<file path="config.mk">
export PLATFORM = sky130hd
export DESIGN_NAME = param_icache
export DESIGN_NICKNAME = d
export VERILOG_FILES = /design/src/rtl/param_icache.sv
export SDC_FILE = /design/constraint.sdc
export NUM_CORES = 2
export LEC_CHECK = 0
export ABC_AREA = 1
export CORE_MARGIN = 4
export CORE_UTILIZATION = 45
export CTS_BUF_LIST = sky130_fd_sc_hd__clkbuf_16
export DETAILED_ROUTE_END_ITERATION = 8
export GPL_TIMING_DRIVEN = 0
export MAX_ROUTING_LAYER = met4
export SETUP_SLACK_MARGIN = 0.1
export SLEW_MARGIN = 25
export SYNTH_ARGS = -nofsm -noshare
export SYNTH_HDL_FRONTEND = slang
export SYNTH_SLANG_ARGS = --single-unit
export TNS_END_PERCENT = 20
</file>
<file path="constraint.sdc">
create_clock -name CLK -period 13.4 [get_ports CLK]
set_input_delay 3.35 -clock CLK [delete_from_list [all_inputs] [get_ports CLK]]
set_output_delay 3.35 -clock CLK [all_outputs]
set_load 0.005 [all_outputs]
</file>
<file path="src/rtl/param_icache.sv">
// param_icache: N-way set-associative instruction cache with multi-word
// block fill, per-set round-robin replacement and single-cycle flush.
// Optional build macro ICACHE_STATS_EN adds saturating hit/miss counters.
module param_icache #(
  parameter int unsigned WAYS        = 2,
  parameter int unsigned SETS        = 8,
  parameter int unsigned BLOCK_WORDS = 2,
  parameter int unsigned ADDR_W      = 32
) (
  input  logic              CLK,
  input  logic              nRST,
  input  logic              imemREN,
  input  logic [ADDR_W-1:0] imemaddr,
  output logic              ihit,
  output logic [31:0]       imemload,
  input  logic              iflush,
  output logic              iREN,
  output logic [ADDR_W-1:0] iaddr,
  input  logic              iwait,
  input  logic [31:0]       iload
`ifdef ICACHE_STATS_EN
  ,
  output logic [31:0]       hit_count,
  output logic [31:0]       miss_count
`endif
);

  localparam int unsigned WO  = $clog2(BLOCK_WORDS);
  localparam int unsigned IX  = $clog2(SETS);
  localparam int unsigned TW  = ADDR_W - 2 - WO - IX;
  localparam int unsigned WOW = (WO > 0) ? WO : 1;
  localparam int unsigned WW  = (WAYS > 1) ? $clog2(WAYS) : 1;
  localparam int unsigned CW  = $clog2(WAYS + 1);

  typedef enum logic {IDLE, FILL} state_t;

  state_t            state_q;
  logic [WOW-1:0]    cnt_q;
  logic              iren_q;
  logic [ADDR_W-1:0] iaddr_q;
  logic [IX-1:0]     fill_idx_q;
  logic [TW-1:0]     fill_tag_q;
  logic [WW-1:0]     victim_q;
  logic              victim_inv_q;

  logic [31:0]       data_q  [WAYS][SETS][BLOCK_WORDS];
  logic [TW-1:0]     tag_q   [WAYS][SETS];
  logic [WAYS-1:0]   valid_q [SETS];
  logic [WW-1:0]     ptr_q   [SETS];

  logic [WOW-1:0]    req_off;
  logic [IX-1:0]     req_idx;
  logic [TW-1:0]     req_tag;
  logic [CW-1:0]     match_cnt;
  logic [WW-1:0]     hit_way;
  logic              lookup_hit;
  logic              inv_found;
  logic [WW-1:0]     inv_way;
  logic              miss_start;
  logic              last_word;
  logic [WW-1:0]     ptr_next;
  logic              unused_bits;

  // Address split: byte offset, word offset, set index, tag
  assign req_off     = WOW'((imemaddr >> 2) & ADDR_W'(BLOCK_WORDS - 1));
  assign req_idx     = IX'(imemaddr >> (2 + WO));
  assign req_tag     = TW'(imemaddr >> (2 + WO + IX));
  assign unused_bits = ^imemaddr[1:0];

  // Tag compare across the indexed set plus lowest-invalid-way search
  always_comb begin
    match_cnt = '0;
    hit_way   = '0;
    inv_found = 1'b0;
    inv_way   = '0;
    for (int unsigned w = 0; w < WAYS; w++) begin
      if (valid_q[req_idx][w] && (tag_q[w][req_idx] == req_tag)) begin
        match_cnt = match_cnt + CW'(1);
        hit_way   = WW'(w);
      end
      if (!inv_found && !valid_q[req_idx][w]) begin
        inv_found = 1'b1;
        inv_way   = WW'(w);
      end
    end
    lookup_hit = (match_cnt == CW'(1));
  end

  assign ihit       = (state_q == IDLE) && imemREN && !iflush && lookup_hit;
  assign imemload   = ihit ? data_q[hit_way][req_idx][req_off] : 32'h0;
  assign miss_start = (state_q == IDLE) && imemREN && !iflush && !lookup_hit;
  assign last_word  = (cnt_q == WOW'(BLOCK_WORDS - 1));
  assign ptr_next   = (ptr_q[fill_idx_q] == WW'(WAYS - 1)) ? '0
                                                           : ptr_q[fill_idx_q] + WW'(1);
  assign iREN       = iren_q;
  assign iaddr      = iaddr_q;

  // Fill controller, valid bits and replacement pointers; flush wins over everything
  always_ff @(posedge CLK or negedge nRST) begin
    if (!nRST) begin
      state_q      <= IDLE;
      cnt_q        <= '0;
      iren_q       <= 1'b0;
      iaddr_q      <= '0;
      fill_idx_q   <= '0;
      fill_tag_q   <= '0;
      victim_q     <= '0;
      victim_inv_q <= 1'b0;
      for (int unsigned s = 0; s < SETS; s++) begin
        valid_q[s] <= '0;
        ptr_q[s]   <= '0;
      end
    end else if (iflush) begin
      state_q <= IDLE;
      cnt_q   <= '0;
      iren_q  <= 1'b0;
      iaddr_q <= '0;
      for (int unsigned s = 0; s < SETS; s++) begin
        valid_q[s] <= '0;
        ptr_q[s]   <= '0;
      end
    end else begin
      case (state_q)
        IDLE: begin
          if (miss_start) begin
            state_q      <= FILL;
            cnt_q        <= '0;
            iren_q       <= 1'b1;
            iaddr_q      <= imemaddr & ~ADDR_W'(BLOCK_WORDS * 4 - 1);
            fill_idx_q   <= req_idx;
            fill_tag_q   <= req_tag;
            victim_q     <= inv_found ? inv_way : ptr_q[req_idx];
            victim_inv_q <= inv_found;
          end
        end
        FILL: begin
          if (!iwait) begin
            if (last_word) begin
              state_q                       <= IDLE;
              cnt_q                         <= '0;
              iren_q                        <= 1'b0;
              iaddr_q                       <= '0;
              valid_q[fill_idx_q][victim_q] <= 1'b1;
              if (!victim_inv_q) begin
                ptr_q[fill_idx_q] <= ptr_next;
              end
            end else begin
              cnt_q   <= cnt_q + WOW'(1);
              iaddr_q <= iaddr_q + ADDR_W'(4);
            end
          end
        end
        default: state_q <= IDLE;
      endcase
    end
  end

  // Data and tag storage; contents are qualified by valid bits so no reset
  always_ff @(posedge CLK) begin
    if ((state_q == FILL) && !iflush && !iwait) begin
      data_q[victim_q][fill_idx_q][cnt_q] <= iload;
      if (last_word) begin
        tag_q[victim_q][fill_idx_q] <= fill_tag_q;
      end
    end
  end

`ifdef ICACHE_STATS_EN
  // Saturating hit/miss counters, untouched by flush
  always_ff @(posedge CLK or negedge nRST) begin
    if (!nRST) begin
      hit_count  <= '0;
      miss_count <= '0;
    end else begin
      if (ihit && (hit_count != 32'hFFFF_FFFF)) begin
        hit_count <= hit_count + 32'd1;
      end
      if (miss_start && (miss_count != 32'hFFFF_FFFF)) begin
        miss_count <= miss_count + 32'd1;
      end
    end
  end
`endif

endmodule

</file>
### Word-level counts from Yosys, hierarchy flattened

Memory sizes are Yosys's and may differ from the RTL's.
Index checks and enable logic that the tools add are counted.

* output and inout port bits: 66
* memories: 2
* word-level logic and storage cells: 153
* RAM bits: 1440
* register bits after elaboration: 90
* input port bits: 69

* magnitude comparators: 8
* bitwise gates (word level): 7
* reduce and logical (&&, ||, !) cells: 23
* add/sub/neg operators: 4
* multiplexer cells: 77
* equality and inequality tests: 8

Memories
* data_q: words 2, bits a word 512, read ports 1, clocked after memory_dff 0, wr ports 1, line 46 `logic [31:0] data_q [WAYS][SETS][BLOCK_WORDS];`
* tag_q: words 2, bits a word 208, read ports 2, clocked after memory_dff 0, wr ports 1, line 47 `logic [TW-1:0] tag_q [WAYS][SETS];`

Operators by type and width (count)
* 2-to-1 mux 512 bit: 1
* 2-to-1 mux 32 bit: 9
* 2-to-1 mux 208 bit: 1
* binary-select mux 64 bit (select 3 bit): 1
* demux 64 bit (select 3 bit): 1
* 2-to-1 mux 64 bit: 3
* binary-select mux 26 bit (select 3 bit): 2
* 2-to-1 mux 26 bit: 5
* demux 26 bit (select 3 bit): 1
* 2-to-1 mux 16 bit: 4
* one-hot mux 32 bit (2 select lines): 1
* equality test 26 bit: 2
* 2-to-1 mux 8 bit: 5
* adder 32 x 3 -> 32 bit (second input constant): 1
* demux 32 bit (select 1 bit): 1
* 2-to-1 mux 1 bit: 28
* bitwise OR 16 bit: 1
* logical AND 1 bit: 12
* AND reduction 3 bit: 3
* bitwise mux 8 bit: 1
* >= comparator 4 bit (second input constant): 2
* 2-to-1 mux 2 bit: 4
* inverter 3 -> 4 bit: 2
* binary-select mux 1 bit (select 3 bit): 2
* 22 further kinds: 34

### Logic depth before layout (Yosys ltp)

* depth in word-level cells: 15
* mapped depth: 26
* gate-level depth less buffers: 22

### Worst setup path after synthesis

No wires, ideal clock.

* kind: input port to output port
* start: in imemaddr[3]
* end: out imemload[21]
* path buffers: 5
* slack: 4.529 ns
* data arrival time: 5.521 ns
* stages: 24
* required time: 10.050 ns
* cells stage by stage: buf_4 -> buf_4 -> buf_4 -> nor2_1 -> nor2_1 -> o21ai_1 -> o211ai_1 -> nand2_1 -> nand2_1 -> nand2_1 -> nor2_1 -> nand2_1 -> nor2_4 -> nand2_2 -> buf_2 -> clkbuf_1 -> nand2_1 -> nand3_1 -> nand3_1 -> nand3_1 -> nand2_1 -> nand2_1 -> nand2_1 -> nor2_1

* longest elaborated chain between the ends: 15
* elaborated cells between the ends (all ways): 28
* those cells by class: 1 x add/sub; 3 x eq/ne; 19 x mux; 1 x bitwise; 3 x reduce/logical; 1 x memory

Ends and longest elaborated chain
* start, declared: line 13 `input logic [ADDR_W-1:0] imemaddr,`
* inverter 3 -> 4 bit (implied by the code) *: line 77, 90
* binary-select mux 26 bit (select 3 bit): line 77 `if (valid_q[req_idx][w] && (tag_q[w][req_idx] == req_tag)) begin`
* 2-to-1 mux 26 bit (implied by the code) (2 in series): line 77
* equality test 26 bit: line 77
* logical AND 1 bit: line 77
* 2-to-1 mux 1 bit: line 77
* memory (2 x 512 bit)
* binary-select mux 64 bit (select 3 bit): line 90 `assign imemload = ihit ? data_q[hit_way][req_idx][req_off] : 32'h0;`
* 2-to-1 mux 64 bit (implied by the code) (2 in series): line 90
* 2-to-1 mux 32 bit (implied by the code) (3 in series): line 90
* 2-to-1 mux 32 bit *: line 90
* end, declared: line 15 `output logic [31:0] imemload,`

Every way passes the cells marked *; elsewhere a longest branch is shown, timed or not. The select of a mux whose other input is x is not followed.

### Worst setup path after layout

* start: in imemaddr[5]
* end: out imemload[18]

The elaborated chain is that of the path after synthesis.

==> results.rst <==
.. list-table::
   :header-rows: 1

   * - Metric
     - Value
   * - Syn avg cell area
     - 11.34 µm²
   * - Remaining routing DRC violations
     - 0
   * - CP max FO
     - 10
   * - Vias in the first global route
     - 45040
   * - CTS tree
     - done
   * - Reg clk slew, reported paths
     - 0.06 ns
   * - Maximum root-to-sink buffer count
     - 3
   * - Vert. Die Dim
     - 385.3 µm
   * - Remaining global-route overflow
     - 0
   * - Ordered list of cells on the worst path
     - buf_2 -> clkbuf_1 -> nand3_1 -> nand2_1 -> nand2_1 -> nand2_1 -> nand2_1 -> nor2_1 -> nand2_1 -> nor2_4 -> buf_2 -> buf_2 -> nand3_1 -> nand3_1 -> nand3_1 -> nand3_1 -> nand2_1 -> nand2_1 -> nand2_1 -> nor2_1 -> clkdlybuf4s50_1
   * - Boundary Pins
     - 135
   * - Slew Viols, Final
     - 0
   * - Placeable core region
     - 0.1414 mm²
   * - Setup TNS Final
     - 0 ns
   * - Peak Freq
     - 84.09 MHz
   * - Number of buffers created by CTS
     - 161
   * - First-pass GRT wire length
     - 314.6 mm
   * - Kind of end point of the critical path
     - primary output
   * - Wire per inst
     - 27.55 µm
   * - Largest net degree at the start of global routing
     - 47
   * - Area growth, synth to finish
     - 16.92%
   * - Post-route core utilization
     - 52.97%
   * - Worst skew pair latency
     - 0.80 ns
   * - Sequential cell area fraction in the yosys report
     - 70.93%
   * - Number of port buffers
     - 125
   * - Bufs and invs on worst path
     - 5
   * - Commonest non-fill, non-tap cell in the layout
     - nand3_1
   * - Max_slew headroom
     - 25.74%
   * - Slowest cell delay on critical path
     - 0.82 ns
   * - Number of iterations in the first detailed-routing pass
     - 6
   * - Total Wirelength
     - 221.7 mm
   * - Cell type with the highest aggregate area in the netlist
     - edfxtp_1
   * - Effective utilization at floorplan
     - 45.31%
   * - Starting DRC count in detailed routing
     - 5931
   * - Pint
     - 0.007969 W
   * - Detailed Place HPWL
     - 155.2 mm
   * - FF+latch count, synth
     - 1528
   * - Cell family contributing the most delay on the critical path
     - simple AND/OR/NAND/NOR gates
   * - Power density over cell area
     - 139.9 mW/mm²
   * - Classification of the worst setup path
     - in -> out
   * - Post-synthesis cell area
     - 0.06407 mm²
   * - Area used by sequential logic in the layout
     - 0.04544 mm²
   * - Leakage dissipation
     - 27.32 nW
   * - Post-synthesis cell count
     - 5649
   * - Final weighted congestion in routability-driven placement
     - 0.9611
   * - Clock tree root driver cell
     - clkbuf_16
   * - Final worst clock skew
     - 0.03346 ns
   * - Overall fraction of global-route tracks in use
     - 30.36%
   * - Area of the die
     - 0.1485 mm²
   * - Area fraction of the dominant cell type after synthesis
     - 67.49%
   * - Seq pwr share
     - 52.0%
   * - Ratio of final minimum period to clock period
     - 88.75%
   * - H-tree depth
     - 4
   * - Number of max-capacitance violations reported
     - 0
   * - Tightest Pin Transition
     - 1.114 ns
   * - Post-DRT Antenna Nets
     - 0
   * - Post-layout minimum cycle time
     - 11.89 ns
   * - Number of setup buffers added after CTS
     - 0
   * - Maximum resistive drop on vdd
     - 0.0001153 V
   * - Antenna violations before repair
     - 6
   * - Clock tree sinks
     - 1528
   * - Switching share of power
     - 23.97%
   * - Final number of setup-violating endpoints
     - 0
   * - Comb power frac
     - 6.7%
   * - Die width
     - 385.3 µm
   * - CP Launch Type
     - input pin
   * - Hold/Removal Path Class
     - reg -> reg
   * - Vias
     - 47510
   * - WP data required
     - 10.05 ns
   * - Resize count post-CTS
     - 0
   * - EDFF count, synth
     - 1440
   * - Nets
     - 6087
   * - CP dominant cell by count
     - nand2_1
   * - Share of power burned in the clock network
     - 41.3%
   * - Yosys warns
     - 0
   * - FILL cells
     - 12120
   * - Number of distinct library cells after synthesis
     - 49
   * - Area of combinational cells with multiple inputs
     - 0.01649 mm²
   * - Cell Rows
     - 138
   * - Arrival time reported for the critical path endpoint
     - 8.54 ns
   * - Unrepaired setup endpoints after global routing
     - no
   * - Most common flop cell mapped by yosys
     - edfxtp_1
   * - Ranking of synthesized cells by area
     - edfxtp_1 (67%), nand3_1 (12%), nand2_1 (6.9%), dfrtp_1 (3.4%), nor2_1 (2.1%)
   * - Count of endpoints failing hold in the final timing report
     - 0
   * - Max stage delay cell, worst path
     - clkbuf_1
   * - Hold buffer count at cts
     - 0
   * - Layout cells sized above 1
     - 10.15%
   * - Net Switching
     - 0.002512 W
   * - Share of flip-flops with an asynchronous set or reset after synthesis
     - 5.759%
   * - Result of the run
     - finished, final reports clean
   * - Detail-routed via count per cell
     - 5.906
   * - Commonest cells after routing, fill and taps aside
     - nand3_1 (1557), edfxtp_1 (1440), nand2_1 (1180)
[cell families after synthesis]
group	synth area share, %
AOI/OAI and AO/OA	3.234
xor gates and xnor gates	0.1367
adders and majority gates	0.01953
buffers and inverters	3.898
DFF	70.93
muxes	0.03125
other	0.005853
and+or+nand+nor	21.75
[cell type report]
class,count,share of cell area (%)
Clock inverter,131,1.296
Sequential cell,1528,60.66
Buffer,392,2.418
Tap cell,1890,3.157
Inverter,186,0.9353
Antenna cell,5,0.01670
Multi-Input combinational cell,3544,22.02
Clock buffer,164,5.478
Timing Repair Buffer,204,4.020
[power by group through the flow]
stage                     Clock (W)  Combinational [W]  Sequential [W]
final                       0.00433           0.000702         0.00545
after global routing        0.00458           0.000738         0.00546
after CTS                   0.00436           0.000687         0.00545
after detailed placement          0           0.000684         0.00555
after global placement            0           0.000648         0.00555
after floorplan                   0           0.000303         0.00549
[state kept, by name, summed over array words and instances (netlist names)]
register / cells
tag_q: 416
ptr_q: 8
iREN: 1
fill_idx_q: 3
iaddr: 30
victim_q: 1
fill_tag_q: 26
data_q: 1024
cnt_q: 1
state_q: 1
valid_q: 16
victim_inv_q: 1
[worst reg2reg max path: cells and delay by family (launching register included)]
| kind | cells | cell delay, ns |
|---|---|---|
| flops | 1 | 0.45 |
| simple gates | 4 | 2.74 |
| buf+inv | 4 | 1.51 |
[cell usage after synthesis (2+ instances only)]
cell / instances
nand3_1: 1557
edfxtp_1: 1440
nand2_1: 1180
nor2_1: 356
buf_2: 211
o21ai_0: 211
inv_1: 183
clkbuf_1: 111
dfrtp_1: 88
buf_1: 54
o21ai_1: 43
a21oi_1: 34
o22ai_1: 33
nor3_1: 24
buf_4: 14
nand4_1: 13
nor4_1: 12
o211ai_1: 12
o221ai_1: 11
a22oi_1: 8
xor2_1: 8
a31oi_1: 6
a32oi_1: 4
a211oi_1: 2
a311oi_1: 2
a41oi_1: 2
mux2i_1: 2
nand2_2: 2
nor2_4: 2
nor3b_1: 2
o31ai_1: 2
or2_2: 2
xnor2_1: 2
[metal layers]
layer	wire, µm	track usage [%]
met5	0	-
met4	10610	12.76
met1	86950	39.79
met2	103200	47.30
met3	20870	4.989
[per-stage QoR]
| stage | power, W | setup WS, ns | instance area [µm²] | std cells | hold WS (ns) |
|---|---|---|---|---|---|
| detailed placement | 0.006235 | 1.776 | 69820 | 7744 | 0.4636 |
| global route | 0.01077 | 1.371 | 74900 | 8041 | 0.5285 |
| floorplan | 0.005794 | 4.529 | 64070 | 5650 | 0.4479 |
| global placement | 0.006201 | 1.381 | 67690 | 7665 | 0.4619 |
| CTS | 0.01049 | 1.713 | 74900 | 8039 | 0.4765 |
| finish | 0.01048 | 1.508 | 74910 | 8044 | 0.4735 |
[path summary, 6_finish.rpt]
| path | start | to | slack [ns] | cells after the start |
|---|---|---|---|---|
| worst max-delay path | imemaddr[5] | imemload[18] | 1.51 | 21 |
| worst min-delay path | iREN$_DFFE_PN0P_ | iREN$_DFFE_PN0P_ | 0.47 | 2 |
| max in group asynchronous | nRST | fill_tag_q[16]$_DFFE_PN0P_ | 10.25 | 2 |
| worst max register to register | state_q$_DFF_PN0_ | data_q[1][122]$_DFFE_PP_ | 8.41 | 8 |
| min in group asynchronous | nRST | fill_tag_q[9]$_DFFE_PN0P_ | 2.50 | 1 |
| worst min register to register | iREN$_DFFE_PN0P_ | iREN$_DFFE_PN0P_ | 0.47 | 2 |
(Power assumes the default switching activity.)
